===== config.mk =====
export PLATFORM = sky130hd
export DESIGN_NAME = mips_mc_ctrl
export DESIGN_NICKNAME = d
export VERILOG_FILES = /design/src/rtl/mips_mc_ctrl.sv
export SDC_FILE = /design/constraint.sdc
export NUM_CORES = 1
export LEC_CHECK = 0
export ABC_AREA = 1
export CAP_MARGIN = 20
export CORE_MARGIN = 1
export CORE_UTILIZATION = 49
export CTS_BUF_LIST = sky130_fd_sc_hd__clkbuf_16
export CTS_CLUSTER_DIAMETER = 30
export DETAILED_ROUTE_END_ITERATION = 6
export GPL_ROUTABILITY_DRIVEN = 0
export PLACE_DENSITY_LB_ADDON = 0.08
export SLEW_MARGIN = 5
export SYNTH_ARGS = -nofsm -noshare
export SYNTH_HDL_FRONTEND = slang
export SYNTH_SLANG_ARGS = --single-unit

===== constraint.sdc =====
create_clock -name clk_i -period 2.4 [get_ports clk_i]
set_clock_uncertainty 0.05 [all_clocks]
set_input_delay 0.24 -clock clk_i [delete_from_list [all_inputs] [get_ports clk_i]]
set_output_delay 0.24 -clock clk_i [all_outputs]
set_load 0.02 [all_outputs]

===== src/rtl/mips_mc_ctrl.sv =====
// rtl/mips_mc_ctrl.sv - multicycle MIPS control FSM driving ALU opsel and datapath enables
// Build option MC_ILLEGAL_TRAP_EN: unknown opcode/funct halts with state_o=4'hF; otherwise it is a NOP.

package alu_pkg;
  typedef enum logic [4:0] {
    C_NOP   = 5'd0,
    C_ADD_U = 5'd1,
    C_SUB_U = 5'd2,
    C_MULT  = 5'd3,
    C_MUL_U = 5'd4,
    C_AND   = 5'd5,
    C_OR    = 5'd6,
    C_XOR   = 5'd7,
    C_SRL   = 5'd8,
    C_SLL   = 5'd9,
    C_SRA   = 5'd10,
    C_SLT   = 5'd11,
    C_SLTU  = 5'd12,
    C_MFHI  = 5'd13,
    C_MFLO  = 5'd14,
    C_JR    = 5'd15,
    C_BEQ   = 5'd16,
    C_BNE   = 5'd17,
    C_BLEZ  = 5'd18,
    C_BGTZ  = 5'd19
  } alu_sel_t;
endpackage

module mips_mc_ctrl
  import alu_pkg::*;
#(
  parameter int MEM_TIMEOUT = 0
) (
  input  logic       clk_i,
  input  logic       rst_i,
  input  logic [5:0] ir_opcode_i,
  input  logic [5:0] ir_funct_i,
  input  logic       branch_taken_i,
  input  logic       mem_ready_i,
  output logic [4:0] opsel_o,
  output logic       alu_src_a_o,
  output logic [1:0] alu_src_b_o,
  output logic [1:0] pc_source_o,
  output logic       pc_en_o,
  output logic       i_or_d_o,
  output logic       mem_read_o,
  output logic       mem_write_o,
  output logic       ir_write_o,
  output logic       reg_write_o,
  output logic       reg_dst_o,
  output logic       mem_to_reg_o,
  output logic       jump_and_link_o,
  output logic       hi_lo_write_o,
  output logic       halted_o,
  output logic [3:0] state_o
);

  typedef enum logic [3:0] {
    S_FETCH = 4'd0, S_DECODE, S_R_EXEC, S_R_WB, S_I_EXEC, S_I_WB, S_MEM_ADDR,
    S_MEM_READ, S_MEM_WB, S_MEM_WRITE, S_BRANCH, S_JUMP, S_HALT
  } state_t;

  typedef enum logic [2:0] {K_R, K_I, K_MEM, K_BR, K_J, K_HALT, K_BAD} kind_t;

  localparam int CW = (MEM_TIMEOUT > 0) ? $clog2(MEM_TIMEOUT + 1) : 1;

  state_t        state_q;
  logic [5:0]    op_q, fn_q;
  logic          illegal_q;
  logic [CW-1:0] wait_q;

  kind_t    kind;
  alu_sel_t r_sel, i_sel, b_sel;
  logic     r_hilo, r_jr, mem_wait, timeout;

  // Decode works on the opcode/funct captured at the ir_write edge.
  always_comb begin
    kind = K_BAD;
    case (op_q)
      6'h00:                                    kind = K_R;
      6'h09, 6'h0C, 6'h0D, 6'h0E, 6'h0A, 6'h0B: kind = K_I;
      6'h23, 6'h2B:                             kind = K_MEM;
      6'h04, 6'h05, 6'h06, 6'h07:               kind = K_BR;
      6'h02, 6'h03:                             kind = K_J;
      6'h3F:                                    kind = K_HALT;
      default:                                  kind = K_BAD;
    endcase
    r_sel = C_NOP;
    case (fn_q)
      6'h21: r_sel = C_ADD_U;
      6'h23: r_sel = C_SUB_U;
      6'h18: r_sel = C_MULT;
      6'h19: r_sel = C_MUL_U;
      6'h24: r_sel = C_AND;
      6'h25: r_sel = C_OR;
      6'h26: r_sel = C_XOR;
      6'h02: r_sel = C_SRL;
      6'h00: r_sel = C_SLL;
      6'h03: r_sel = C_SRA;
      6'h2A: r_sel = C_SLT;
      6'h2B: r_sel = C_SLTU;
      6'h10: r_sel = C_MFHI;
      6'h12: r_sel = C_MFLO;
      6'h08: r_sel = C_JR;
      default: r_sel = C_NOP;
    endcase
    i_sel = C_NOP;
    case (op_q)
      6'h09: i_sel = C_ADD_U;
      6'h0C: i_sel = C_AND;
      6'h0D: i_sel = C_OR;
      6'h0E: i_sel = C_XOR;
      6'h0A: i_sel = C_SLT;
      6'h0B: i_sel = C_SLTU;
      default: i_sel = C_NOP;
    endcase
    case (op_q[1:0])
      2'd0:    b_sel = C_BEQ;
      2'd1:    b_sel = C_BNE;
      2'd2:    b_sel = C_BLEZ;
      default: b_sel = C_BGTZ;
    endcase
  end

  assign r_hilo   = (r_sel == C_MULT) || (r_sel == C_MUL_U);
  assign r_jr     = (r_sel == C_JR);
  assign mem_wait = (state_q inside {S_FETCH, S_MEM_READ, S_MEM_WRITE}) && !mem_ready_i;
  assign timeout  = (MEM_TIMEOUT > 0) && mem_wait && (wait_q == CW'(MEM_TIMEOUT - 1));

  always_ff @(posedge clk_i) begin
    if (rst_i) begin
      state_q   <= S_FETCH;
      op_q      <= '0;
      fn_q      <= '0;
      illegal_q <= 1'b0;
      wait_q    <= '0;
    end else begin
      // Counter is zero whenever no wait is in progress, so every memory state starts from 0.
      wait_q <= mem_wait ? wait_q + CW'(1) : '0;
      if (timeout) begin
        state_q <= S_HALT;
      end else begin
        case (state_q)
          S_FETCH: if (mem_ready_i) begin
            state_q <= S_DECODE;
            op_q    <= ir_opcode_i;
            fn_q    <= ir_funct_i;
          end
          S_DECODE: begin
            case (kind)
              K_R:    state_q <= S_R_EXEC;
              K_I:    state_q <= S_I_EXEC;
              K_MEM:  state_q <= S_MEM_ADDR;
              K_BR:   state_q <= S_BRANCH;
              K_J:    state_q <= S_JUMP;
              K_HALT: state_q <= S_HALT;
              default: begin
`ifdef MC_ILLEGAL_TRAP_EN
                state_q   <= S_HALT;
                illegal_q <= 1'b1;
`else
                state_q   <= S_FETCH;
`endif
              end
            endcase
          end
          S_R_EXEC: begin
            if (r_sel == C_NOP) begin
`ifdef MC_ILLEGAL_TRAP_EN
              state_q   <= S_HALT;
              illegal_q <= 1'b1;
`else
              state_q   <= S_FETCH;
`endif
            end else if (r_hilo || r_jr) begin
              state_q <= S_FETCH;
            end else begin
              state_q <= S_R_WB;
            end
          end
          S_I_EXEC:    state_q <= S_I_WB;
          S_MEM_ADDR:  state_q <= (op_q == 6'h23) ? S_MEM_READ : S_MEM_WRITE;
          S_MEM_READ:  if (mem_ready_i) state_q <= S_MEM_WB;
          S_MEM_WRITE: if (mem_ready_i) state_q <= S_FETCH;
          S_HALT:      state_q <= S_HALT;
          default:     state_q <= S_FETCH;
        endcase
      end
    end
  end

  always_comb begin
    opsel_o         = C_NOP;
    alu_src_a_o     = 1'b0;
    alu_src_b_o     = 2'b00;
    pc_source_o     = 2'b00;
    pc_en_o         = 1'b0;
    i_or_d_o        = 1'b0;
    mem_read_o      = 1'b0;
    mem_write_o     = 1'b0;
    ir_write_o      = 1'b0;
    reg_write_o     = 1'b0;
    reg_dst_o       = 1'b0;
    mem_to_reg_o    = 1'b0;
    jump_and_link_o = 1'b0;
    hi_lo_write_o   = 1'b0;
    halted_o        = 1'b0;
    state_o         = 4'h0;
    if (!rst_i) begin
      state_o = (state_q == S_HALT && illegal_q) ? 4'hF : state_q;
      case (state_q)
        S_FETCH: begin
          mem_read_o  = 1'b1;
          alu_src_b_o = 2'b01;
          opsel_o     = C_ADD_U;
          ir_write_o  = mem_ready_i;
          pc_en_o     = mem_ready_i;
        end
        S_DECODE: begin
          alu_src_b_o = 2'b11;
          opsel_o     = (kind == K_BAD) ? C_NOP : C_ADD_U;
        end
        S_R_EXEC: begin
          alu_src_a_o   = 1'b1;
          opsel_o       = r_sel;
          hi_lo_write_o = r_hilo;
          pc_en_o       = r_jr;
        end
        S_R_WB: begin
          opsel_o     = r_sel;
          reg_write_o = 1'b1;
          reg_dst_o   = 1'b1;
        end
        S_I_EXEC: begin
          alu_src_a_o = 1'b1;
          alu_src_b_o = 2'b10;
          opsel_o     = i_sel;
        end
        S_I_WB:   reg_write_o = 1'b1;
        S_MEM_ADDR: begin
          alu_src_a_o = 1'b1;
          alu_src_b_o = 2'b10;
          opsel_o     = C_ADD_U;
        end
        S_MEM_READ: begin
          i_or_d_o   = 1'b1;
          mem_read_o = 1'b1;
        end
        S_MEM_WB: begin
          reg_write_o  = 1'b1;
          mem_to_reg_o = 1'b1;
        end
        S_MEM_WRITE: begin
          i_or_d_o    = 1'b1;
          mem_write_o = 1'b1;
        end
        S_BRANCH: begin
          alu_src_a_o = 1'b1;
          pc_source_o = 2'b01;
          opsel_o     = b_sel;
          pc_en_o     = branch_taken_i;
        end
        S_JUMP: begin
          pc_en_o         = 1'b1;
          pc_source_o     = 2'b10;
          reg_write_o     = (op_q == 6'h03);
          jump_and_link_o = (op_q == 6'h03);
        end
        S_HALT:   halted_o = 1'b1;
        default: ;
      endcase
    end
  end

endmodule


After elaboration in Yosys (flattened, before gate mapping)
Memories as Yosys holds them, arrays and structs flattened. A register that Yosys moved wholly into a read port is not among the register bits. Index checks and enable logic that the tools add are counted.

Flip-flop bits (word level): 16. Memory bits (read-only): 448. Input port bits: 16. Output and inout port bits: 25. Logic and storage cells: 100. Memories kept: 2.

Memory list: (no name shown) (depth 64, bits a word 4, read ports 1, clocked after memory_dff 1, wr ports 0, line 89) `case (fn_q)`; (no name shown) (depth 64, bits a word 3, read ports 1, clocked after memory_dff 1, wr ports 0, line 79) `case (op_q)`.

Eq/ne operators: 34. Multiplexer cells: 46. Reductions and logical operators: 15.

Operators by type and width (number): 4-bit one-hot mux with 6 select lines (2); 6-bit by 4-bit equality test with 1-bit output (second input constant) (6); 4-bit one-hot mux with 8 select lines (1); 5-bit one-hot mux with 5 select lines (1); 6-bit two-way mux (4); 1-bit two-way mux (23); 4-bit equality test (second input constant) (5); 4-bit two-way mux (5); 4-bit by 3-bit equality test with 1-bit output (second input constant) (4); 2-bit one-hot mux with 3 select lines (2); 2-bit OR reduction (5); 3-bit equality test (second input constant) (3); 4-bit by 2-bit equality test with 1-bit output (second input constant) (2); 2-bit two-way mux (4); 3-bit by 2-bit equality test with 1-bit output (second input constant) (2); 6-bit by 2-bit equality test with 1-bit output (second input constant) (1); 6-bit equality test (second input constant) (1); 2-bit != test (second input constant) (3); 5-bit by 2-bit equality test with 1-bit output (second input constant) (1); 5-bit by 3-bit equality test with 1-bit output (second input constant) (1); 5-bit by 4-bit equality test with 1-bit output (second input constant) (1); 5-bit zero test (1); 5-bit two-way mux (1); 4-bit by 1-bit equality test with 1-bit output (second input constant) (1); 14 further kinds (15).

Depth between registers and ports, before layout
Word-level depth: 6. Mapped depth: 14. Mapped depth without buffers: 13.

Least setup slack after synthesis
Ideal clock, no wire load.

Path type: register to output. Start point: reg state_q[3]. End point: out reg_write_o. Data arrival time: 1947 ps. Setup slack: 163 ps. Cell stages (with the launch flop): 7. Cell sequence: dfxtp_1 -> inv_1 -> nor2_1 -> inv_1 -> nor4_1 -> a311oi_1 -> o21ai_0.

Word-level cells in the longest chain between the ends: 4. Elaborated cells between the ends (all ways): 7.

RTL lines: from (decl) (line 67) `state_t state_q;`; from (signal assigned) (line 182) `S_MEM_ADDR: state_q <= (op_q == 6'h23) ? S_MEM_READ : S_MEM_WRITE;`; 4-bit equality test (tied with other cells) (line 211) `case (state_q)`; 3-bit OR reduction (no line); 1-bit one-hot mux with 2 select lines * (line 211); 1-bit two-way mux * (line 209) `if (!rst_i) begin`; to (decl) (line 49) `output logic reg_write_o,`.

Mark *: on every way between the ends. The rest lies on a longest branch, timed or not.

Final worst setup path
Start point: reg state_q[1]. End point: out ir_write_o.

Word-level cells in the longest chain between the ends: 3.

RTL lines: 4-bit zero test (line 211); 1-bit two-way mux (line 211); 1-bit two-way mux (line 209); to (decl) (line 48) `output logic ir_write_o,`.

Every way passes these cells.

==> summary.md <==
| Metric | Value |
|---|---|
| Status | `completed` |
| Fillers | `326` |
| Setup CP Type | `flop to output pin` |
| Met1 usage | `0.339` |
| Largest net degree at the start of global routing | `23` |
| Via count | `2073` |
| Core Rows | `21` |
| Seq/Total Area, Yosys | `0.250` |
| Leak | `0.00129 µW` |
| VDD IR max | `0.498 mV` |
| Slowest stage delay, CP | `610 ps` |
| Most frequent cells in the layout | `nand2_1 (82), inv_1 (53), nor2_1 (36)` |
| Wirelength per Cell | `11.7 µm` |
| Nets | `380` |
| F_max | `433 MHz` |
| CTS HTree Levels | `1` |
| Fin area | `2460 µm²` |
| Slew headroom | `0.773` |
| First-pass GRT wire length | `8.09 mm` |
| CP Launch Type | `flop` |
| Total GRT Usage | `0.249` |
| Top_reg_cell synth | `dfxtp_1` |
| Worst path cell trace | `buf_4 -> nor2_8 -> nand3_2 -> buf_4 -> nor2_1 -> clkdlybuf4s50_1` |
| Worst min path class | `flop to flop` |
| Critical path endpoint category | `output pin` |
| Most common cell after layout, fill and taps aside | `nand2_1` |
| Fraction of layout cells with a size suffix above 1 | `0.115` |
| TritonCTS Sinks | `23` |
| Die X-Extent | `63.4 µm` |
| Multi-input logic area | `1130 µm²` |
| Initial Utilization | `0.532` |
| Final setup margin | `91.9 ps` |
| Setup TNS | `0 ps` |
| Hold Violations, Final | `0` |
| CP max-delay cell | `clkdlybuf4s50_1` |
| Required @ worst endpoint | `2110 ps` |
| DRC viols | `0` |
| Tcrit/Tclk final | `0.962` |
| Crit-path max FO | `9` |
| CTS tree | `yes` |
| Final HPWL DP | `3.71 mm` |
| GR Util met2 | `0.418` |
| Post-Synthesis Cells | `307` |
| Netlist cell types | `34` |
| Synthesis Warnings | `0` |
| Worst-path clk slew | `60 ps` |
| TritonRoute pass-1 iters | `5` |
| Post-synthesis register bit count | `23` |
| Placed inst area | `2360 µm²` |
| Grt ovf | `0` |
| Cts bufs inserted | `3` |
| Initial antenna violation count | `0` |
| Initial DRC count | `171` |
| Core area | `3470 µm²` |
| GR Util met3 | `0.0290` |
| Max-Cap Viols | `0` |
| Setup slack, reg-to-reg | `260 ps` |
| Post-Syn Nets | `329` |
| Busiest layer in global routing | `met2` |
| Register area | `462 µm²` |
| Most used cell, CP | `buf_4` |
| Vias in the first global route | `1877` |
| Fin crit period | `2310 ps` |
| EDFF count, synth | `0` |
| Port Buffers | `40` |
| Antenna cells | `0` |
| IO Pins | `41` |
| Post-route ant nets | `0` |
| Post-DR vias/cell | `5.14` |
| Detailed Route WL | `4.70 mm` |
| Clk_lat worst skew | `250 ps` |
| Die Y | `63.4 µm` |
| Post-synthesis async set-or-reset flop share | `0` |
| Die Area | `4010 µm²` |
| Area Overhead vs Synth | `33.4%` |
| Clock tree buffer depth | `2` |
| Data arrival time of the critical path | `2020 ps` |
| Synthesized area | `1840 µm²` |
| Worst-margin pin slew | `338 ps` |
| Worst slack, placed | `120 ps` |
| Setup violations, final | `0` |
| Clock Tree Root | `clkbuf_16` |
| Unrepaired setup endpoints after global routing | `no` |
| Fin. max-slew vios | `0` |
| PD cells | `1050 nW/µm²` |
| Avg Inst Size Synth | `6.01 µm²` |
==> report_power, final <==
part           leakage, µW  internal, µW  total, µW  switching (µW)
logic              0.00106           598       1580             985
registers         0.000191           534        654             120
clock network    0.0000409           224        356             132
total              0.00129          1360       2590            1240
==> metrics by stage <==
stage | power (µW) | utilization | hold slack [ps] | cells
after floorplan | 1750 | - | 336 | 307
after global placement | 2200 | 0.680 | 473 | 398
after detailed placement | 2210 | 0.680 | 476 | 398
after CTS | 2570 | 0.703 | 538 | 402
after global routing | 2840 | 0.709 | 564 | 403
final | 2590 | 0.709 | 523 | 403
==> state kept, by name (all words and copies together) (netlist names) <==
signal   flops
op_q         6
r_sel        4
fn_q         6
state_q      4
kind         3
==> layer usage <==
layer,vias to the layer above,wire [µm]
met5,-,0
met3,4,290
met4,0,31
met2,84,2160
met1,908,2220
li1,1077,-
==> critical path: cells and delay by family, from the launching register on <==
family / cells / cell delay, ps
buf+inv: 3 / 970
flops: 1 / 370
simple gates: 3 / 420
==> Yosys cell counts, drive strengths merged (2+ instances only) <==
master	n	area, µm²
nand3b	2	15.0
dfxtp	23	460
ha	6	75.1
buf	6	33.8
nand3	25	158
clkbuf	2	7.51
nand4	14	87.6
a21oi	12	63.8
nand2	85	327
a31oi	4	25.0
o21ai	11	55.1
nor2	44	216
a41oi	2	17.5
nor3	7	40.0
inv	57	214
==> path summary, 6_finish.rpt <==
check,depth (start not counted),endpoint,start
max,6,ir_write_o,state_q[1]$_SDFFE_PP0P_
min,2,fn_q[1]$_SDFFE_PP0N_,fn_q[1]$_SDFFE_PP0N_
max reg2reg,14,r_sel[3]$_DFF_P_,state_q[1]$_SDFFE_PP0P_
min reg2reg,2,fn_q[1]$_SDFFE_PP0N_,fn_q[1]$_SDFFE_PP0N_
==> layout make-up <==
class,instances,share of cell area
Clock buffer,3,0.0305
Clock inverter,1,0.00203
Inverter,58,0.0885
Multi-Input combinational cell,218,0.458
Sequential cell,23,0.188
Tap cell,46,0.0234
Timing Repair Buffer,54,0.210
==> cell families (layout without fill, tap and decap cells) <==
family          count (synthesis)  in the layout  share of synthesized area
compound gates                 34             34                      0.109
fa+ha+maj                       6              6                     0.0407
buf+inv                        66            116                      0.140
flops                          23             23                      0.250
simple gates                  178            178                      0.461
==> repair_timing <==
| item | 4_1_cts | 5_1_grt |
|---|---|---|
| resized for setup | 4 | 6 |
| hold buffers | 0 | 0 |
| setup buffers | 0 | 1 |
| setup endpoints to repair | 4 | 7 |
| pin swaps | 0 | 2 |
Power figures use the tool's default switching activity.
